--- src/rtl/rf_wb_sched_if.sv ---
// Decode-issue, write-back and register-file write-port bundle for rf_wb_sched.
interface rf_wb_sched_if;

  localparam int unsigned REG_AW = 5;
  localparam int unsigned DATA_W = 32;
  localparam int unsigned NUM_REGS = 32;

  // Decode issue
  logic                iss_valid;
  logic [REG_AW-1:0]   iss_rs1;
  logic [REG_AW-1:0]   iss_rs2;
  logic [REG_AW-1:0]   iss_rd;
  logic                iss_we;
  logic                iss_use_rs2;
  logic                iss_ready;

  // Short (fixed-latency) write-back, never back-pressured
  logic                s_wb_valid;
  logic [REG_AW-1:0]   s_wb_rd;
  logic [DATA_W-1:0]   s_wb_data;

  // Long (handshaked) write-back
  logic                l_wb_valid;
  logic [REG_AW-1:0]   l_wb_rd;
  logic [DATA_W-1:0]   l_wb_data;
  logic                l_wb_ready;

  // Register file write port and status
  logic                rf_we;
  logic [REG_AW-1:0]   rf_wr;
  logic [DATA_W-1:0]   rf_wd;
  logic [NUM_REGS-1:0] busy_vec;
  logic                wb_err;

  // Decode / execution side
  modport master (
    output iss_valid, iss_rs1, iss_rs2, iss_rd, iss_we, iss_use_rs2,
    output s_wb_valid, s_wb_rd, s_wb_data,
    output l_wb_valid, l_wb_rd, l_wb_data,
    input  iss_ready, l_wb_ready,
    input  rf_we, rf_wr, rf_wd, busy_vec, wb_err
  );

  // Scheduler side
  modport slave (
    input  iss_valid, iss_rs1, iss_rs2, iss_rd, iss_we, iss_use_rs2,
    input  s_wb_valid, s_wb_rd, s_wb_data,
    input  l_wb_valid, l_wb_rd, l_wb_data,
    output iss_ready, l_wb_ready,
    output rf_we, rf_wr, rf_wd, busy_vec, wb_err
  );

endinterface

--- src/rtl/rf_wb_sched.sv ---
// Register-file write-back scheduler: issue scoreboard (RAW/WAW stall),
// fixed-priority write-port arbitration (short path first) and a
// starvation throttle that stops issue while a long write-back waits.
module rf_wb_sched #(
  parameter int unsigned STARVE_LIM = 4
) (
  input logic          clk,
  input logic          rst_n,
  rf_wb_sched_if.slave bus
);

  localparam int unsigned REG_AW   = 5;
  localparam int unsigned DATA_W   = 32;
  localparam int unsigned NUM_REGS = 32;
  localparam int unsigned CNT_W    = 3;

  localparam logic [CNT_W-1:0] WAIT_MAX  = {CNT_W{1'b1}};
  localparam logic [CNT_W-1:0] WAIT_TRIP = CNT_W'(STARVE_LIM - 1);

  localparam logic [0:0] NORMAL   = 1'b0;
  localparam logic [0:0] THROTTLE = 1'b1;

  // State
  logic [0:0]          state_q;
  logic [0:0]          state_d;
  logic [CNT_W-1:0]    wait_q;
  logic [CNT_W-1:0]    wait_d;
  logic [NUM_REGS-1:0] busy_q;
  logic [NUM_REGS-1:0] busy_d;
  logic                rf_we_q;
  logic                rf_we_d;
  logic [REG_AW-1:0]   rf_wr_q;
  logic [REG_AW-1:0]   rf_wr_d;
  logic [DATA_W-1:0]   rf_wd_q;
  logic [DATA_W-1:0]   rf_wd_d;
  logic                err_q;
  logic                err_d;

  // Combinational decisions
  logic                iss_ready_c;
  logic                iss_acc_c;
  logic                l_ready_c;
  logic                l_acc_c;
  logic                l_blocked_c;
  logic                win_valid_c;
  logic [REG_AW-1:0]   win_rd_c;
  logic [DATA_W-1:0]   win_data_c;
  logic                src1_hz_c;
  logic                src2_hz_c;
  logic                dst_hz_c;

  // Hazard detection against the scoreboard; x0 is never busy
  always_comb begin
    src1_hz_c   = 1'b0;
    src2_hz_c   = 1'b0;
    dst_hz_c    = 1'b0;
    iss_ready_c = 1'b0;
    src1_hz_c   = busy_q[bus.iss_rs1];
    src2_hz_c   = bus.iss_use_rs2 && busy_q[bus.iss_rs2];
    dst_hz_c    = bus.iss_we && busy_q[bus.iss_rd];
    iss_ready_c = rst_n && (state_q != THROTTLE) &&
                  !src1_hz_c && !src2_hz_c && !dst_hz_c;
  end

  assign iss_acc_c = bus.iss_valid && iss_ready_c;

  // Write-port arbitration: short path always wins when present
  always_comb begin
    l_ready_c   = 1'b0;
    l_acc_c     = 1'b0;
    l_blocked_c = 1'b0;
    win_valid_c = 1'b0;
    win_rd_c    = '0;
    win_data_c  = '0;
    l_ready_c   = rst_n && !bus.s_wb_valid;
    l_acc_c     = bus.l_wb_valid && l_ready_c;
    l_blocked_c = bus.l_wb_valid && !l_ready_c;
    if (bus.s_wb_valid) begin
      win_valid_c = 1'b1;
      win_rd_c    = bus.s_wb_rd;
      win_data_c  = bus.s_wb_data;
    end else if (l_acc_c) begin
      win_valid_c = 1'b1;
      win_rd_c    = bus.l_wb_rd;
      win_data_c  = bus.l_wb_data;
    end
  end

  // Next write-port values; address/data hold when nothing wins
  always_comb begin
    rf_we_d = 1'b0;
    rf_wr_d = rf_wr_q;
    rf_wd_d = rf_wd_q;
    if (win_valid_c) begin
      rf_we_d = (win_rd_c != '0);
      rf_wr_d = win_rd_c;
      rf_wd_d = win_data_c;
    end
  end

  // Scoreboard update: retire on the write cycle, then set on issue (set wins)
  always_comb begin
    busy_d = busy_q;
    if (rf_we_q) begin
      busy_d[rf_wr_q] = 1'b0;
    end
    if (iss_acc_c && bus.iss_we && (bus.iss_rd != '0)) begin
      busy_d[bus.iss_rd] = 1'b1;
    end
    busy_d[0] = 1'b0;
  end

  // Sticky error: a write-back arrived for a register with nothing in flight
  always_comb begin
    err_d = err_q;
    if (win_valid_c && (win_rd_c != '0) && !busy_q[win_rd_c]) begin
      err_d = 1'b1;
    end
  end

  // Starvation FSM next state and blocked-cycle counter
  always_comb begin
    state_d = state_q;
    wait_d  = '0;
    if (l_blocked_c) begin
      wait_d = (wait_q == WAIT_MAX) ? wait_q : wait_q + CNT_W'(1);
    end
    case (state_q)
      NORMAL: begin
        if (l_blocked_c && (wait_q >= WAIT_TRIP)) begin
          state_d = THROTTLE;
        end
      end
      THROTTLE: begin
        if (!l_blocked_c) begin
          state_d = NORMAL;
        end
      end
      default: state_d = NORMAL;
    endcase
  end

  // State register with synchronous active-low reset
  always_ff @(posedge clk) begin
    if (!rst_n) begin
      state_q <= NORMAL;
      wait_q  <= '0;
      busy_q  <= '0;
      rf_we_q <= 1'b0;
      rf_wr_q <= '0;
      rf_wd_q <= '0;
      err_q   <= 1'b0;
    end else begin
      state_q <= state_d;
      wait_q  <= wait_d;
      busy_q  <= busy_d;
      rf_we_q <= rf_we_d;
      rf_wr_q <= rf_wr_d;
      rf_wd_q <= rf_wd_d;
      err_q   <= err_d;
    end
  end

  // Output drive
  assign bus.iss_ready  = iss_ready_c;
  assign bus.l_wb_ready = l_ready_c;
  assign bus.rf_we      = rf_we_q;
  assign bus.rf_wr      = rf_wr_q;
  assign bus.rf_wd      = rf_wd_q;
  assign bus.busy_vec   = busy_q;
  assign bus.wb_err     = err_q;

endmodule

--- src/flat_wrapper.sv ---
// flat-port wrapper written by rule: the top's interface ports become plain ports
module rf_wb_sched_flat 
#(
  parameter int unsigned STARVE_LIM = 4
)
  (clk, rst_n, bus_iss_valid, bus_iss_rs1, bus_iss_rs2, bus_iss_rd, bus_iss_we, bus_iss_use_rs2, bus_s_wb_valid, bus_s_wb_rd, bus_s_wb_data, bus_l_wb_valid, bus_l_wb_rd, bus_l_wb_data, bus_iss_ready, bus_l_wb_ready, bus_rf_we, bus_rf_wr, bus_rf_wd, bus_busy_vec, bus_wb_err);
  rf_wb_sched_if bus_i ();
  input logic clk;
  input logic rst_n;
  input wire logic [$bits(bus_i.iss_valid)-1:0] bus_iss_valid;
  input wire logic [$bits(bus_i.iss_rs1)-1:0] bus_iss_rs1;
  input wire logic [$bits(bus_i.iss_rs2)-1:0] bus_iss_rs2;
  input wire logic [$bits(bus_i.iss_rd)-1:0] bus_iss_rd;
  input wire logic [$bits(bus_i.iss_we)-1:0] bus_iss_we;
  input wire logic [$bits(bus_i.iss_use_rs2)-1:0] bus_iss_use_rs2;
  input wire logic [$bits(bus_i.s_wb_valid)-1:0] bus_s_wb_valid;
  input wire logic [$bits(bus_i.s_wb_rd)-1:0] bus_s_wb_rd;
  input wire logic [$bits(bus_i.s_wb_data)-1:0] bus_s_wb_data;
  input wire logic [$bits(bus_i.l_wb_valid)-1:0] bus_l_wb_valid;
  input wire logic [$bits(bus_i.l_wb_rd)-1:0] bus_l_wb_rd;
  input wire logic [$bits(bus_i.l_wb_data)-1:0] bus_l_wb_data;
  output wire logic [$bits(bus_i.iss_ready)-1:0] bus_iss_ready;
  output wire logic [$bits(bus_i.l_wb_ready)-1:0] bus_l_wb_ready;
  output wire logic [$bits(bus_i.rf_we)-1:0] bus_rf_we;
  output wire logic [$bits(bus_i.rf_wr)-1:0] bus_rf_wr;
  output wire logic [$bits(bus_i.rf_wd)-1:0] bus_rf_wd;
  output wire logic [$bits(bus_i.busy_vec)-1:0] bus_busy_vec;
  output wire logic [$bits(bus_i.wb_err)-1:0] bus_wb_err;
  assign bus_i.iss_valid = bus_iss_valid;
  assign bus_i.iss_rs1 = bus_iss_rs1;
  assign bus_i.iss_rs2 = bus_iss_rs2;
  assign bus_i.iss_rd = bus_iss_rd;
  assign bus_i.iss_we = bus_iss_we;
  assign bus_i.iss_use_rs2 = bus_iss_use_rs2;
  assign bus_i.s_wb_valid = bus_s_wb_valid;
  assign bus_i.s_wb_rd = bus_s_wb_rd;
  assign bus_i.s_wb_data = bus_s_wb_data;
  assign bus_i.l_wb_valid = bus_l_wb_valid;
  assign bus_i.l_wb_rd = bus_l_wb_rd;
  assign bus_i.l_wb_data = bus_l_wb_data;
  assign bus_iss_ready = bus_i.iss_ready;
  assign bus_l_wb_ready = bus_i.l_wb_ready;
  assign bus_rf_we = bus_i.rf_we;
  assign bus_rf_wr = bus_i.rf_wr;
  assign bus_rf_wd = bus_i.rf_wd;
  assign bus_busy_vec = bus_i.busy_vec;
  assign bus_wb_err = bus_i.wb_err;
  rf_wb_sched #(.STARVE_LIM(STARVE_LIM)) u_core (.clk(clk), .rst_n(rst_n), .bus(bus_i));
endmodule
--- config.mk ---
export PLATFORM = sky130hd
export DESIGN_NAME = rf_wb_sched_flat
export DESIGN_NICKNAME = d
export VERILOG_FILES = /design/src/rtl/rf_wb_sched_if.sv /design/src/rtl/rf_wb_sched.sv /design/src/flat_wrapper.sv
export SDC_FILE = /design/constraint.sdc
export NUM_CORES = 1
export LEC_CHECK = 0
export BUFFER_PORTS_ARGS = -buffer_cell sky130_fd_sc_hd__buf_4
export CELL_PAD_IN_SITES_DETAIL_PLACEMENT = 2
export CELL_PAD_IN_SITES_GLOBAL_PLACEMENT = 2
export CORE_UTILIZATION = 26
export DETAILED_ROUTE_END_ITERATION = 6
export PLACE_DENSITY = 0.74
export SLEW_MARGIN = 20
export SYNTH_ARGS = -nofsm -noshare
export SYNTH_HDL_FRONTEND = slang
export SYNTH_SLANG_ARGS = --single-unit
--- constraint.sdc ---
create_clock -name clk -period 2.1 [get_ports clk]
set_input_delay 0 -clock clk [delete_from_list [all_inputs] [get_ports clk]]
set_output_delay 0 -clock clk [all_outputs]
set_load 0.1 [all_outputs]
# Yosys cells after proc, flatten, opt, wreduce, memory -nomap -nowiden
# Index checks and enable logic that the tools add are counted.
# W data, S select, Z words.
word_totals:
  register_bits: 75
  input_bits: 96
  output_inout_bits: 73
  wordCells: 72
op_classes:
  n_addsub: 1
  magnitude_cmp: 8
  n_eq_ne: 1
  n_mux: 23
  bitwise_logic: 4
  reduce_logical: 27
ops:
  columns: ["op", "n"]
  rows:
  - ["$mux W32", 4]
  - ["$and A32 B32 Y32", 1]
  - ["$not A32 Y32", 1]
  - ["$or A32 B32 Y32", 1]
  - ["$lt A5 B6 Y1 const B", 5]
  - ["$bmux W1 S5", 4]
  - ["$logic_and A1 B1 Y1", 17]
  - ["$demux W1 S5", 2]
  - ["$ge A5 B1 Y1 const B", 2]
  - ["$mux W1", 10]
  - ["$mux W5", 2]
  - ["$reduce_bool A5 Y1", 2]
  - ["$logic_not A1 Y1", 6]
  - ["$reduce_and A2 Y1", 2]
  - ["$add A3 B1 Y3 const B", 1]
  - ["$eq A3 B3 Y1 const B", 1]
  - ["$ge A3 B2 Y1 const B", 1]
  - ["$pmux W1 S2", 1]
  - ["$not A1 Y1", 1]

# Logic depth before layout (Yosys ltp)
# Gate-level depths: netlist of the first run.
logic_depth:
  depth_word: 10
  mapped_depth: 9
  mapped_depth_nobuf: 6

# Worst setup path after synthesis of the first run
# OpenSTA, ideal clock, no wires.
synth_timing:
  path_kind: "reg-to-output"
  startpoint: "register u_core.busy_q[23] (netlist: u_core.bus.busy_vec[23])"
  endpoint: "output bus_iss_ready"
  t_arrival_ns: 3.479
  required_time_ns: 2.100
  slack_ns: -1.379
  path_stages_with_launch: 6
  n_path_buf: 0
  cell_sequence: "dfxtp_1 > mux4_2 > mux4_2 > o211ai_2 > nand2_1 > a21oi_1"
synth_via:
  elab_chain_len: 6
  word_cells_on_any_way: 14
  classes_between: "mux (6); reduce/logical (8)"
synth_rtl:
  columns: ["item", "line", "text"]
  rows:
  - ["start: declaration", "rf_wb_sched.sv:28", "logic [NUM_REGS-1:0] busy_q;"]
  - ["start signal: assignment", "rf_wb_sched.sv:156", "busy_q <= busy_d;"]
  - ["$bmux W1 S5, on equally long branches", "rf_wb_sched.sv:58, rf_wb_sched.sv:59", null]
  - ["$mux W1, on equally long branches", "rf_wb_sched.sv:58, rf_wb_sched.sv:59", null]
  - ["$logic_not A1 Y1 / $logic_and A1 B1 Y1 (equally long branches)", "rf_wb_sched.sv:62, rf_wb_sched.sv:59", null]
  - ["$logic_and A1 B1 Y1 / $logic_not A1 Y1 (equally long branches)", "rf_wb_sched.sv:61, rf_wb_sched.sv:62", null]
  - ["$logic_and A1 B1 Y1", "rf_wb_sched.sv:62", "!src1_hz_c && !src2_hz_c && !dst_hz_c;"]
  - ["$logic_and A1 B1 Y1 (*)", "rf_wb_sched.sv:62", null]
  - ["end: declaration", "flat_wrapper.sv:22", "output wire logic [$bits(bus_i.iss_ready)-1:0] bus_iss_ready;"]
# Mark *: on every way between the ends. The rest lies on a longest branch, timed or not. The select of a mux whose other input is x is not followed.

# Worst setup path in the final report of the first run
layout_timing:
  startpoint: "register u_core.busy_q[21] (netlist: u_core.bus.busy_vec[21])"
  endpoint: "register u_core.busy_q[1] (netlist: u_core.bus.busy_vec[1])"
layout_via:
  elab_chain_len: 10
  word_cells_on_any_way: 18
  classes_between: "mux (7); reduce/logical (11)"
layout_rtl:
  columns: ["item", "line", "text"]
  rows:
  - ["$bmux W1 S5, on equally long branches", "rf_wb_sched.sv:58, rf_wb_sched.sv:59", null]
  - ["$mux W1, on equally long branches", "rf_wb_sched.sv:58, rf_wb_sched.sv:59", null]
  - ["$logic_not A1 Y1 / $logic_and A1 B1 Y1 (equally long branches)", "rf_wb_sched.sv:62, rf_wb_sched.sv:59", null]
  - ["$logic_and A1 B1 Y1 / $logic_not A1 Y1 (equally long branches)", "rf_wb_sched.sv:61, rf_wb_sched.sv:62", null]
  - ["$logic_and A1 B1 Y1", "rf_wb_sched.sv:62", null]
  - ["$logic_and A1 B1 Y1 (*)", "rf_wb_sched.sv:62", null]
  - ["$logic_and A1 B1 Y1 (*)", "rf_wb_sched.sv:65", "assign iss_acc_c = bus.iss_valid && iss_ready_c;"]
  - ["$logic_and A1 B1 Y1 (*) (2 in series)", "rf_wb_sched.sv:107", "if (iss_acc_c && bus.iss_we && (bus.iss_rd != '0)) begin"]
  - ["$mux W32 (*)", "rf_wb_sched.sv:107", null]
# Marks and branches as above.
# A chain may end at the register's enable or synchronous reset.

==> run_results.csv, run 1 <==
group,metric,value,unit
placement,port_buffers,167,
setup_path,cpPeakStageDelay,520,ps
power_and_ir_drop,ir_drop,0.401,mV
power_and_ir_drop,power_leakage,3.04,nW
routing,drc,0,
synth,yosysWarnings,0,
sta,tightest_slew,756,ps
routing,postRouteAntennaNets,0,
setup_path,critPathSlowestCell,"mux4_2",
sta,max_freq,415,MHz
placement,dp_slack,-251,ps
placement,dp_hpwl,16.3,mm
clock_tree,clkSinkCount,74,
clock_tree,htree_levels,3,
placement,gp_congestion,0.873,
synth,synth_nets,584,
sta,fin_crit,2410,ps
sta,max_slew_margin,0.496,
sta,setup_slack,-312,ps
synth,synthTopCellsByArea,"dfxtp_1, mux2i_1, mux4_2",
floorplanning,fp.coreArea,0.0167,sq mm
setup_path,crit_required,2340,ps
cells_and_area,fin_area,0.00702,sq mm
floorplanning,num_rows,47,
synth,synth_area,0.00448,sq mm
clock_tree,clk_pin_slew_worst_paths,60,ps
routing,vias,5097,
placement,dpl_cell_area,0.00632,sq mm
global_route,gr-usage-all-layers,0.266,
cells_and_area,fin_nets,808,
cells_and_area,final_common_cell,"buf_4",
floorplanning,fp.dieH,133,microns
setup_path,end_kind,"flop",
status,status,"finished with violations",
synth,synth_edf_count,0,
cells_and_area,diodes,0,
sta,hold_violations,0,
floorplanning,die-area,0.0178,sq mm
floorplanning,start_util,0.269,
power_and_ir_drop,powerDensity,600,mW/mm^2
clock_tree,clkLatencyLatePin,350,ps
routing,wire_per_inst,24.9,microns
routing,drtIter0Drc,271,
synth,synth_top_area_cell,"dfxtp_1",
global_route,grt_pass1_wl,35.1,mm
global_route,grt_overflow,0,
synth,synth_top_area_share,0.330,
job,drv_cap,0,
worst_hold_path,hp-class,"in -> reg",
synth,synth_area_per_cell,9.25,sq um
sta,finalSetupViolCount,32,
clock_tree,clockRootBuffer,"clkbuf_16",
setup_path,criticalPathCategory,"reg -> reg",
sta,fin_tns_setup,-8780,ps
setup_path,critPathLaunchType,"flop",
routing,viasPerCell,5.46,
status,violations,"negative setup slack",
cells_and_area,syn_to_final_growth,56.6,%
sta,rsz0062_at_grt,"yes",
synth,ys_seq_area_frac,0.330,
sta,clock_skew,7.70,ps
setup_path,arrival,2660,ps
routing,wl,23.2,mm
sta,period_share,1.15,
floorplanning,die_x,133,microns
cells_and_area,most-common-layout-cells,"buf_4, nor2_1, mux2i_1, a21oi_1, dfxtp_1",
setup_path,critical_path.max_fanout,31,
floorplanning,io_pins,169,
clock_tree,clk_path_buf_depth,2,
cells_and_area,fill_cells,1829,
global_route,grt_max_degree,66,
clock_tree,numCtsBuffers,9,
synth,synth_ff_type,"dfxtp_1",
synth,syn_inst,485,
setup_path,cp_cell_sequence,"mux4_2, mux4_2, o211ai_4, buf_4, nand4b_4, buf_12, o31ai_2",
clock_tree,cts_tree,"built",
synth,ys_types,51,
setup_path,cpMostUsedCell,"mux4_2",
cells_and_area,drive_above_1_share,0.457,
sta,final_max_slew_viol_count,0,
routing,first_pass_iters,5,
synth,ys_ff_latch,74,
global_route,grt_pass1_vias,5784,
global_route,antenna_found_initial,0,
synth,async_reset_ff_frac,0,
## logic make-up after synthesis
group,synth area share
AOI/OAI and AO/OA,0.228
other,0.000836
buffers and inverters,0.0485
adders and majority gates,0.00837
and+or+nand+nor,0.156
DFF,0.330
muxes,0.226
xor gates and xnor gates,0.00195
## state kept, by name (all words and copies together), names as in the netlist
signal,cells
u_core.bus.wb_err,1
u_core.bus.busy_vec,31
u_core.bus.rf_wr,5
u_core.bus.rf_wd,32
u_core.state_q,1
u_core.wait_q,3
u_core.bus.rf_we,1
## metal layers
metal  track usage  share of wire  routed length [microns]
met5             0              0                        0
met4         0.147          0.047                     1100
met3        0.0479          0.050                     1150
met2         0.470           0.52                    12000
met1         0.301           0.38                     8920
## worst max-delay path, delay by kind of cell, from the launching register on
family                 cells  cell delay [ps]
AND/OR/NAND/NOR            1              120
multiplexers               2             1010
buffers and inverters      2              370
flip-flops                 1              340
AO/OA/AOI/OAI              2              480
## repair_timing
item | 4_1_cts | 5_1_grt
hold buffers | 32 | 0
endpoints found under the setup margin | 32 | 32
endpoints found under the hold margin | 32 | 0
setup buffers | 2 | 0
resized for setup | 13 | 2
pin swaps | 2 | 1
## path summary, 6_finish.rpt
check | from | cells after the start | slack [ps] | to
max | u_core.bus.busy_vec[21] | 7 | -310 | u_core.bus.busy_vec[1]
max reg2reg | u_core.bus.busy_vec[21] | 7 | -310 | u_core.bus.busy_vec[1]
min | bus_l_wb_data[9] | 5 | 30 | u_core.bus.rf_wd[9]
min reg2reg | u_core.bus.wb_err | 1 | 490 | u_core.bus.wb_err
## cell usage after synthesis, types with 2 or more instances
master / n
or3b_2: 4
a211oi_1: 2
a32o_1: 2
o31ai_2: 16
or3_1: 3
ha_1: 3
a21boi_0: 2
buf_6: 4
nand2_1: 24
mux4_2: 21
and2_1: 2
a311oi_1: 2
nor2_1: 82
dfxtp_1: 74
or2_2: 2
nand3b_1: 8
nor3_1: 2
clkbuf_1: 27
o31ai_1: 14
o22ai_1: 5
mux2i_1: 54
nand4b_1: 6
a21oi_1: 44
nand3_1: 10
inv_1: 5
buf_2: 3
buf_1: 8
a22oi_1: 2
o211ai_1: 32
## through the flow
step                total power [W]  hold WS, ps  instances  utilization
finish                      0.00422         27.5        933        0.420
global route                0.00436         34.0        933        0.420
floorplan                   0.00225          143        485            -
detailed placement          0.00262          241        884        0.378
CTS                         0.00422         27.2        933        0.420
global placement            0.00258          229        884        0.378
## where the power goes
group	total (W)	switching, W	internal, W
Sequential	0.00149	0.0000484	0.00144
Clock	0.00154	0.000649	0.000894
Combinational	0.00118	0.000798	0.000385
## layout make-up
class / instances / area (sq um) / area share
Clock inverter: 3 / 23.8 / 0.00339
Timing Repair Buffer: 256 / 2030 / 0.289
Tap cell: 220 / 275 / 0.0392
Clock buffer: 12 / 267 / 0.0380
Multi-Input combinational cell: 363 / 2860 / 0.407
Inverter: 5 / 18.8 / 0.00267
Sequential cell: 74 / 1550 / 0.221
Power figures use the tool's default switching activity.
==> run 2, diff against run 1 <==
--- a/config.mk
+++ b/config.mk
@@ -6,11 +6,10 @@
 export NUM_CORES = 1
 export LEC_CHECK = 0
 export BUFFER_PORTS_ARGS = -buffer_cell sky130_fd_sc_hd__buf_4
-export CELL_PAD_IN_SITES_DETAIL_PLACEMENT = 2
-export CELL_PAD_IN_SITES_GLOBAL_PLACEMENT = 2
-export CORE_UTILIZATION = 26
+export CORE_UTILIZATION = 45
 export DETAILED_ROUTE_END_ITERATION = 6
 export PLACE_DENSITY = 0.74
+export SKIP_LAST_GASP = 1
 export SLEW_MARGIN = 20
 export SYNTH_ARGS = -nofsm -noshare
 export SYNTH_HDL_FRONTEND = slang
==> run 2 against run 1 <==
The flow still finishes with violations (negative setup slack). Cell count fell by 7.9%. Flip-flop and latch count did not move. Critical path depth did not move.
==> run_results.csv, run 2 (same netlist as run 1, synthesis figures left out) <==
group,metric,value,unit
floorplanning,num_rows,36,
setup_path,cp_cell_sequence,"mux4_2, mux4_2, o211ai_4, buf_6, nand4b_4, clkbuf_16, o31ai_1",
sta,tightest_slew,816,ps
routing,drtIter0Drc,458,
setup_path,critPathLaunchType,"flop",
routing,drc,0,
sta,setup_slack,-322,ps
floorplanning,fp.dieH,102,microns
routing,viasPerCell,5.98,
cells_and_area,final_common_cell,"buf_4",
clock_tree,cts_tree,"built",
clock_tree,htree_levels,3,
sta,hold_violations,0,
global_route,grt_pass1_vias,4997,
global_route,gr-usage-all-layers,0.339,
cells_and_area,stdcell_count,859,
global_route,antenna_found_initial,0,
sta,final_max_slew_viol_count,0,
clock_tree,clockRootBuffer,"clkbuf_8",
floorplanning,io_pins,169,
placement,place_inst,793,
worst_hold_path,hp-class,"in -> reg",
routing,postRouteAntennaNets,0,
setup_path,critical_path.top_delay_family,"multiplexers",
setup_path,critPathSlowestCell,"mux4_2",
cells_and_area,multi_input_area,0.00298,sq mm
setup_path,r2r_setup_slack,-320,ps
routing,first_pass_iters,5,
floorplanning,die-area,0.0104,sq mm
power_and_ir_drop,ir_drop,0.456,mV
clock_tree,clk_pin_slew_worst_paths,80,ps
setup_path,arrival,2680,ps
cells_and_area,most-common-layout-cells,"buf_4, nor2_1, mux2i_1, dlygate4sd3_1",
clock_tree,clkLatencyLatePin,360,ps
power_and_ir_drop,powerDensity,557,mW/mm^2
cells_and_area,fill_cells,684,
cells_and_area,diodes,0,
global_route,grt_overflow,0,
cells_and_area,fin_nets,820,
routing,wire_per_inst,21.4,microns
sta,clock_skew,9.02,ps
placement,port_buffers,167,
routing,vias,5136,
setup_path,criticalPathCategory,"reg -> reg",
sta,fin_crit,2420,ps
power_and_ir_drop,power_leakage,3.09,nW
clock_tree,numCtsBuffers,9,
routing,wl,18.4,mm
sta,rsz0062_at_grt,"yes",
setup_path,crit_required,2360,ps
cells_and_area,drive_above_1_share,0.455,
global_route,grt_pass1_wl,26.2,mm
sta,period_share,1.15,
sta,max_slew_margin,0.456,
placement,dp_hpwl,11.9,mm
power_and_ir_drop,power,0.00398,W
status,violations,"negative setup slack",
setup_path,end_kind,"flop",
setup_path,cpPeakStageDelay,500,ps
job,drv_cap,0,
setup_path,cpMostUsedCell,"mux4_2",
setup_path,critical_path.max_fanout,8,
sta,finalSetupViolCount,32,
clock_tree,clk_path_buf_depth,2,
sta,whs,2.77,ps
sta,max_freq,413,MHz
status,status,"finished with violations",
global_route,grt_max_degree,66,
clock_tree,clkSinkCount,74,
placement,gp_congestion,0.976,
cells_and_area,syn_to_final_growth,59.1,%
cells_and_area,ff_latch_area,0.00155,sq mm
setup_path,path_buf_inv,2,
floorplanning,start_util,0.461,
cells_and_area,largest_reg_flops,32,
placement,dp_slack,-102,ps
floorplanning,fp.coreArea,0.00973,sq mm
floorplanning,die_x,102,microns
-- run 2: layout make-up --
class | instances | share of cell area
sequential | 74 | 0.217
clock inverter | 4 | 0.00754
timing repair buffer | 268 | 0.308
inverter | 5 | 0.00263
tap | 133 | 0.0233
multi-input combinational | 363 | 0.417
clock buffer | 12 | 0.0247
-- run 2: worst paths after layout --
kind	start	end	cells after the start
max	u_core.bus.busy_vec[3]	u_core.bus.busy_vec[12]	7
min	bus_l_wb_data[30]	u_core.bus.rf_wd[30]	5
max reg2reg	u_core.bus.busy_vec[3]	u_core.bus.busy_vec[12]	7
min reg2reg	u_core.bus.wb_err	u_core.bus.wb_err	1
-- run 2: metrics by stage --
| step | area, sq um | setup TNS (ps) | utilization |
|---|---|---|---|
| final | 7140 | -8050 | 0.733 |
| after global routing | 7140 | -9640 | 0.733 |
| after CTS | 6900 | -6190 | 0.709 |
| after detailed placement | 6180 | -1590 | 0.635 |
| after global placement | 6180 | -47.0 | 0.635 |
| after floorplan | 4570 | -2680 | - |
-- run 2: routing by layer --
| layer | track usage | routed length [microns] | vias to the layer above |
|---|---|---|---|
| met5 | 0 | 0 | - |
| met3 | 0.0773 | 1740 | 65 |
| met2 | 0.576 | 9110 | 326 |
| met1 | 0.413 | 6930 | 2444 |
| li1 | - | - | 2301 |
| met4 | 0.147 | 643 | 0 |
-- run 2: what timing repair did --
action                     in CTS  in global routing
pin swaps                       1                  4
hold buffers                   46                  0
setup endpoints to repair      32                 32
gates resized for setup         5                 25
setup buffers                   1                  0
gates cloned                    0                  3
hold endpoints to repair       33                  0
-- run 2: where the power goes --
group / internal [W] / switching, W
clock network: 0.000694 / 0.000585
registers: 0.00144 / 0.0000416
logic: 0.000421 / 0.000795
-- run 2: worst register-to-register path: cells and delay by family, from the launching register on --
family	cells	cell delay (ps)
mux	2	960
compound gates	2	430
buf+inv	2	380
flops	1	360
simple gates	1	190
